**src/rtl/counter4_pkg.sv**
```systemverilog
// Shared widths, types and constants for the counter4_cout tick counter.
// Optional clock-enable build is selected by COUNTER4_CE_EN (see counter4_cout.sv).
package counter4_pkg;

    localparam int COUNT_W = 4;

    typedef logic [COUNT_W-1:0] count_t;

    localparam count_t COUNT_MAX = '1;
    localparam count_t COUNT_RST = '0;

    // True when a value of the default width sits at terminal count.
    function automatic logic is_terminal(input count_t value);
        return (value == COUNT_MAX);
    endfunction

endpackage : counter4_pkg

```
**src/rtl/counter4_cout_if.sv**
```systemverilog
// Count/carry bundle of counter4_cout; CE exists only when COUNTER4_CE_EN is defined.
// master = the counter itself, slave = whoever consumes the count and carry.
interface counter4_cout_if
    import counter4_pkg::*;
#(
    parameter int WIDTH = COUNT_W
);

    logic [WIDTH-1:0] O;
    logic             COUT;
`ifdef COUNTER4_CE_EN
    logic             CE;
`endif

    modport master (
`ifdef COUNTER4_CE_EN
        input  CE,
`endif
        output O,
        output COUT
    );

    modport slave (
`ifdef COUNTER4_CE_EN
        output CE,
`endif
        input  O,
        input  COUT
    );

endinterface : counter4_cout_if

```
**src/rtl/counter4_inc.sv**
```systemverilog
// Combinational WIDTH-bit +1 incrementer built as an explicit ripple of half adders,
// so the carry out of the top bit is the terminal-count flag.
module counter4_inc
    import counter4_pkg::*;
#(
    parameter int WIDTH = COUNT_W
) (
    input  logic [WIDTH-1:0] a,
    output logic [WIDTH-1:0] sum,
    output logic             cout
);

    logic [WIDTH:0] carry;

    assign carry[0] = 1'b1;

    generate
        for (genvar gi = 0; gi < WIDTH; gi++) begin : g_half_add
            assign sum[gi]      = a[gi] ^ carry[gi];
            assign carry[gi+1]  = a[gi] & carry[gi];
        end
    endgenerate

    assign cout = carry[WIDTH];

endmodule : counter4_inc

```
**src/rtl/counter4_cout.sv**
```systemverilog
// Free-running WIDTH-bit up-counter with combinational carry-out for cascading.
// Define COUNTER4_CE_EN to add a clock enable (CE) that gates both counting and COUT.
module counter4_cout
    import counter4_pkg::*;
#(
    parameter int WIDTH = COUNT_W
) (
    input  logic              CLK,
    input  logic              RESET,
    counter4_cout_if.master   bus
);

    logic [WIDTH-1:0] count_q = '0;  // power-up value, matches the reset value
    logic [WIDTH-1:0] count_d;
    logic [WIDTH-1:0] inc_sum;
    logic             inc_cout;

    counter4_inc #(
        .WIDTH (WIDTH)
    ) u_inc (
        .a    (count_q),
        .sum  (inc_sum),
        .cout (inc_cout)
    );

    always_comb begin
        count_d = inc_sum;
`ifdef COUNTER4_CE_EN
        if (!bus.CE) begin
            count_d = count_q;
        end
`endif
    end

    // Reset takes priority over both increment and enable.
    always_ff @(posedge CLK) begin
        if (RESET) begin
            count_q <= '0;
        end else begin
            count_q <= count_d;
        end
    end

    assign bus.O = count_q;

`ifdef COUNTER4_CE_EN
    // Carry only when this stage actually wraps, so a cascaded stage stays in step.
    assign bus.COUT = inc_cout & bus.CE;
`else
    assign bus.COUT = inc_cout;
`endif

endmodule : counter4_cout

```
**src/flat_wrapper.sv**
```systemverilog
// flat-port wrapper written by rule: the top's interface ports become plain ports
module counter4_cout_flat import counter4_pkg::*;
#(
    parameter int WIDTH = COUNT_W
)
  (CLK, RESET, bus_O, bus_COUT);
  counter4_cout_if #(.WIDTH(WIDTH)) bus_i ();
  input  logic CLK;
  input  logic RESET;
  output wire logic [$bits(bus_i.O)-1:0] bus_O;
  output wire logic [$bits(bus_i.COUT)-1:0] bus_COUT;
  assign bus_O = bus_i.O;
  assign bus_COUT = bus_i.COUT;
  counter4_cout #(.WIDTH(WIDTH)) u_core (.CLK(CLK), .RESET(RESET), .bus(bus_i));
endmodule
```
**config.mk**
```make
export PLATFORM = sky130hd
export DESIGN_NAME = counter4_cout_flat
export DESIGN_NICKNAME = d
export VERILOG_FILES = /design/src/rtl/counter4_pkg.sv /design/src/rtl/counter4_cout_if.sv /design/src/rtl/counter4_inc.sv /design/src/rtl/counter4_cout.sv /design/src/flat_wrapper.sv
export SDC_FILE = /design/constraint.sdc
export NUM_CORES = 1
export LEC_CHECK = 0
export CAP_MARGIN = 5
export CORE_AREA = 2 2 39 41
export DETAILED_ROUTE_END_ITERATION = 10
export DIE_AREA = 0 0 41 43
export SLEW_MARGIN = 20
export SYNTH_ARGS = -nofsm -noshare
export SYNTH_HDL_FRONTEND = slang
export SYNTH_HIERARCHICAL = 1
export SYNTH_SLANG_ARGS = --single-unit
export TNS_END_PERCENT = 5
```
**constraint.sdc**
```tcl
create_clock -name CLK -period 1.57 [get_ports CLK]
set_clock_uncertainty 0.05 [all_clocks]
set_input_delay 0.314 -clock CLK [delete_from_list [all_inputs] [get_ports CLK]]
set_output_delay 0.314 -clock CLK [all_outputs]
set_load 0.02 [all_outputs]
```
After elaboration in Yosys (flattened, before gate mapping) --
Index checks and enable logic that the tools add are counted.
Word-level totals: bits in registers 4, latch bits 0, memory bits (writable) 0, memory bits (read-only) 0, bits of input ports 2, output and inout port bits 5, logic and storage cells 8, memories kept 0
Cells by class: add/sub/neg operators 0, multipliers 0, div/mod/pow operators 0, order comparisons 0, eq/ne operators 0, shifts and indexed selects 0, mux-type cells 0, bitwise operators 7, reductions and logical operators 0
Operator list (count):
- $and 1x1->1 | 3
- $xor 1x1->1 | 3
- $not 1->1 | 1

Depth between registers and ports, before layout --
Gate-level depths: netlist (run 1).
word-level depth 3, mapped depth 4, mapped depth without buffers 4

Cells and area by module --
Netlist (run 1), hierarchy kept.
Modules (own cells, without submodules):
- counter4_cout | times used 1, cells each 8, area an instance 105.1 µm², seq. area each 80.1 µm²
- counter4_inc | times used 1, cells each 4, area an instance 41.3 µm², seq. area each 0.0 µm²

Worst setup path after synthesis (run 1) --
No wires, ideal clock.
path type register to output, start register u_core.count_q[0], in the netlist u_core/bus.O[0], end output port bus_COUT, arrival time 1003 ps, data required time 1206 ps, setup slack 203 ps, stages on the path, launching flop included 4, buffers on the path 0, cells stage by stage dfxtp_1 > ha_1 > ha_1 > ha_1
On the way: word-level cells in the longest chain between the ends 3
RTL lines:
- start: declaration | RTL line counter4_cout.sv:13 | logic [WIDTH-1:0] count_q = '0;
- start signal: assignment | RTL line counter4_cout.sv:40 | count_q <= count_d;
- $and 1x1->1 (3 in series) | RTL line counter4_inc.sv:20 | assign carry[gi+1] = a[gi] & carry[gi];
- end: declaration | RTL line flat_wrapper.sv:11 | output wire logic [$bits(bus_i.COUT)-1:0] bus_COUT;
No other way between the ends.

Worst setup path in the final report (run 1) --
Same ends and word-level chain as after synthesis.

==> results.json, run 1 <==
{
  "worstReg2RegStart": "u_core/bus.O[0]$_SDFF_PP0_",
  "tns_ns": 0,
  "coreArea_um2": 1380,
  "ir_worst_vdd_v": 0.000143,
  "drt_wl_total_um": 268,
  "fin_crit_sh": 0.984,
  "gpl.final_weighted_congestion": 0.574,
  "drive_gt1_frac": 0.364,
  "syn_nets": 17,
  "dpl_worst_slack_ns": -0.165,
  "num-nets-final": 29,
  "path_clk_slew_ns": 0.04,
  "ys.warnings.count": 6,
  "yosysTopAreaCell": "dfxtp_1",
  "grt_use_total": 0.0512,
  "rsz0062_at_grt": "true",
  "worst-endpoint-arrival_ns": 1.18,
  "die_h_um": 43,
  "max_cap_violations": 0,
  "power_frac_seq": 0.411,
  "final_cell_mix": "4 x nor2b_1, 3 x clkbuf_4, 3 x dfxtp_1",
  "syn_inst": 12,
  "antennaDiodeCount": 0,
  "viasPerCell": 3.05,
  "setup_violations": 0,
  "pwr-share-clk": 0.460,
  "tightestPinTransition_ns": 0.225,
  "hp-start": "u_core/bus.O[2]$_SDFF_PP0_",
  "grt_pass1_wl_um": 441,
  "leakage_nw": 0.150,
  "critical_path.reg2reg.endpoint": "u_core/bus.O[3]$_SDFF_PP0_",
  "yosysTopAreaCellShare": 0.547,
  "finalHoldViolCount": 0,
  "switching_power_mw": 0.0600,
  "holdPathStages": 2,
  "power_frac_comb": 0.129,
  "utilization": 0.193,
  "grt_overflow": 0,
  "fill_cells": 160,
  "reg2reg_slack_ns": 0.39,
  "critPathRequiredTime_ns": 1.21,
  "fmax_ghz": 0.647,
  "cts_buffer_depth": 2,
  "clk_latency_ns": 0.23,
  "crit_fanout": 2,
  "first_pass_iters": 1,
  "synthDistinctLibCells": 4,
  "min_path_type": "reg2reg",
  "largest_reg_flops": 4,
  "layout_commonest_cell": "nor2b_1",
  "drt_iter0_drc": 0,
  "drc_errors": 0,
  "cts_tree": "done",
  "grt_pass1_vias": 117,
  "start_util": 0.106,
  "wl_per_cell_um": 7.05,
  "final_cells": 38,
  "relSlewSlack": 0.850,
  "endpoint_kind": "output port",
  "ios": 7,
  "start_kind": "register",
  "clock-sinks": 4,
  "switching_share": 0.219,
  "port-buffer-count": 6,
  "powerDensity_nw_per_um2": 1020,
  "period_minus_slack_ns": 1.54,
  "ys_ff_latch": 4,
  "synthTopCellsByArea": "dfxtp_1 55%, ha_1 26%, nor2b_1 17%",
  "htree_levels": 1,
  "rows": 14,
  "synth_area_per_cell_um2": 12.2,
  "cts-root-buf": "clkbuf_4",
  "status": "completed",
  "grt_max_degree": 5,
  "numCtsBuffers": 3,
  "ff_latch_area_um2": 81.3,
  "holdPathEnd": "u_core/bus.O[2]$_SDFF_PP0_",
  "reg2reg_depth": 4,
  "antenna_found_initial": 0,
  "placed_cells": 35,
  "synth_area_um2": 146,
  "fin_ws_ns": 0.0254,
  "critPathKind": "reg2out",
  "die_w_um": 41,
  "multi_input_area_um2": 67.6,
  "cts_setup_buffers": 0,
  "finalMaxSlewViolations": 0,
  "ant_nets": 0,
  "power.internal_mw": 0.214,
  "syn2layout_area_growth_pct": 82.9,
  "ys_seq_area_frac": 0.547,
  "num_vias": 116,
  "die_area_um2": 1760
}
per-stage QoR:
stage	power (mW)	area (um2)	hold WS (ns)
finish	0.274	268	0.543
global route	0.295	268	0.572
CTS	0.283	250	0.550
detailed placement	0.152	234	0.542
global placement	0.150	234	0.523
floorplan	0.130	146	0.336
routing by layer:
metal,vias up,wire [um],GRT usage
li1,59,-,-
met1,44,93,0.0417
met2,9,103,0.0438
met3,4,47,0.0471
met4,0,24,0.100
met5,-,0,0
cell type report:
type	instances	area share
Inverter	1	0.0140
Clock buffer	3	0.0841
Timing Repair Buffer	7	0.271
Multi-Input combinational cell	7	0.252
Sequential cell	4	0.304
Tap cell	16	0.0748
logic make-up (layout without fill, tap and decap cells):
group / count (synthesis) / after routing / synth area share
adder cells (fa/ha/maj): 3 / 3 / 0.256
flip-flops: 4 / 4 / 0.547
buffers and inverters: 1 / 11 / 0.0256
AND/OR/NAND/NOR: 4 / 4 / 0.171
power groups by stage:
stage	Sequential (mW)	Clock, mW	Combinational, mW
2_1_floorplan	0.122	0	0.00771
3_3_place_gp	0.114	0	0.0366
3_5_place_dp	0.114	0	0.0376
4_1_cts	0.112	0.134	0.0366
5_1_grt	0.113	0.142	0.0403
6_report	0.112	0.126	0.0353
synthesized netlist by cell type (all sizes together):
| library cell | instances |
|---|---|
| dfxtp | 4 |
| nor2b | 4 |
| ha | 3 |
| inv | 1 |
worst max path at each step:
| stage | slack, ns | to | startpoint | cells past startpoint |
|---|---|---|---|---|
| floorplan | 0.20 | bus_COUT | u_core/bus.O[0]$_SDFF_PP0_ | 3 |
| global placement | -0.15 | bus_COUT | u_core/bus.O[0]$_SDFF_PP0_ | 4 |
| detailed placement | -0.17 | bus_COUT | u_core/bus.O[0]$_SDFF_PP0_ | 4 |
| CTS | -0.04 | bus_COUT | u_core/bus.O[0]$_SDFF_PP0_ | 4 |
| global route | -0.01 | bus_COUT | u_core/bus.O[0]$_SDFF_PP0_ | 4 |
| finish | 0.03 | bus_COUT | u_core/bus.O[0]$_SDFF_PP0_ | 4 |
what timing repair did:
action | 4_1_cts | 5_1_grt
hold endpoints to repair | 0 | 0
hold buffers | 0 | 0
gates cloned | 0 | 0
setup endpoints to repair | 2 | 3
resized for setup | 5 | 7
worst max-delay path, cell delays in order, from the launching register on:
cell,delay (ns)
dfxtp_2,0.31
ha_2,0.17
ha_1,0.17
ha_2,0.17
buf_6,0.12
Power figures use the tool's default switching activity.
==> run 2: changes to the inputs <==
--- a/config.mk
+++ b/config.mk
@@ -9,7 +9,6 @@
 export CORE_AREA = 2 2 39 41
 export DETAILED_ROUTE_END_ITERATION = 10
 export DIE_AREA = 0 0 41 43
-export SLEW_MARGIN = 20
 export SYNTH_ARGS = -nofsm -noshare
 export SYNTH_HDL_FRONTEND = slang
 export SYNTH_HIERARCHICAL = 1
==> results of run 2 <==
Same layout as run 1: the final DEF is identical, and so are final timing and power.
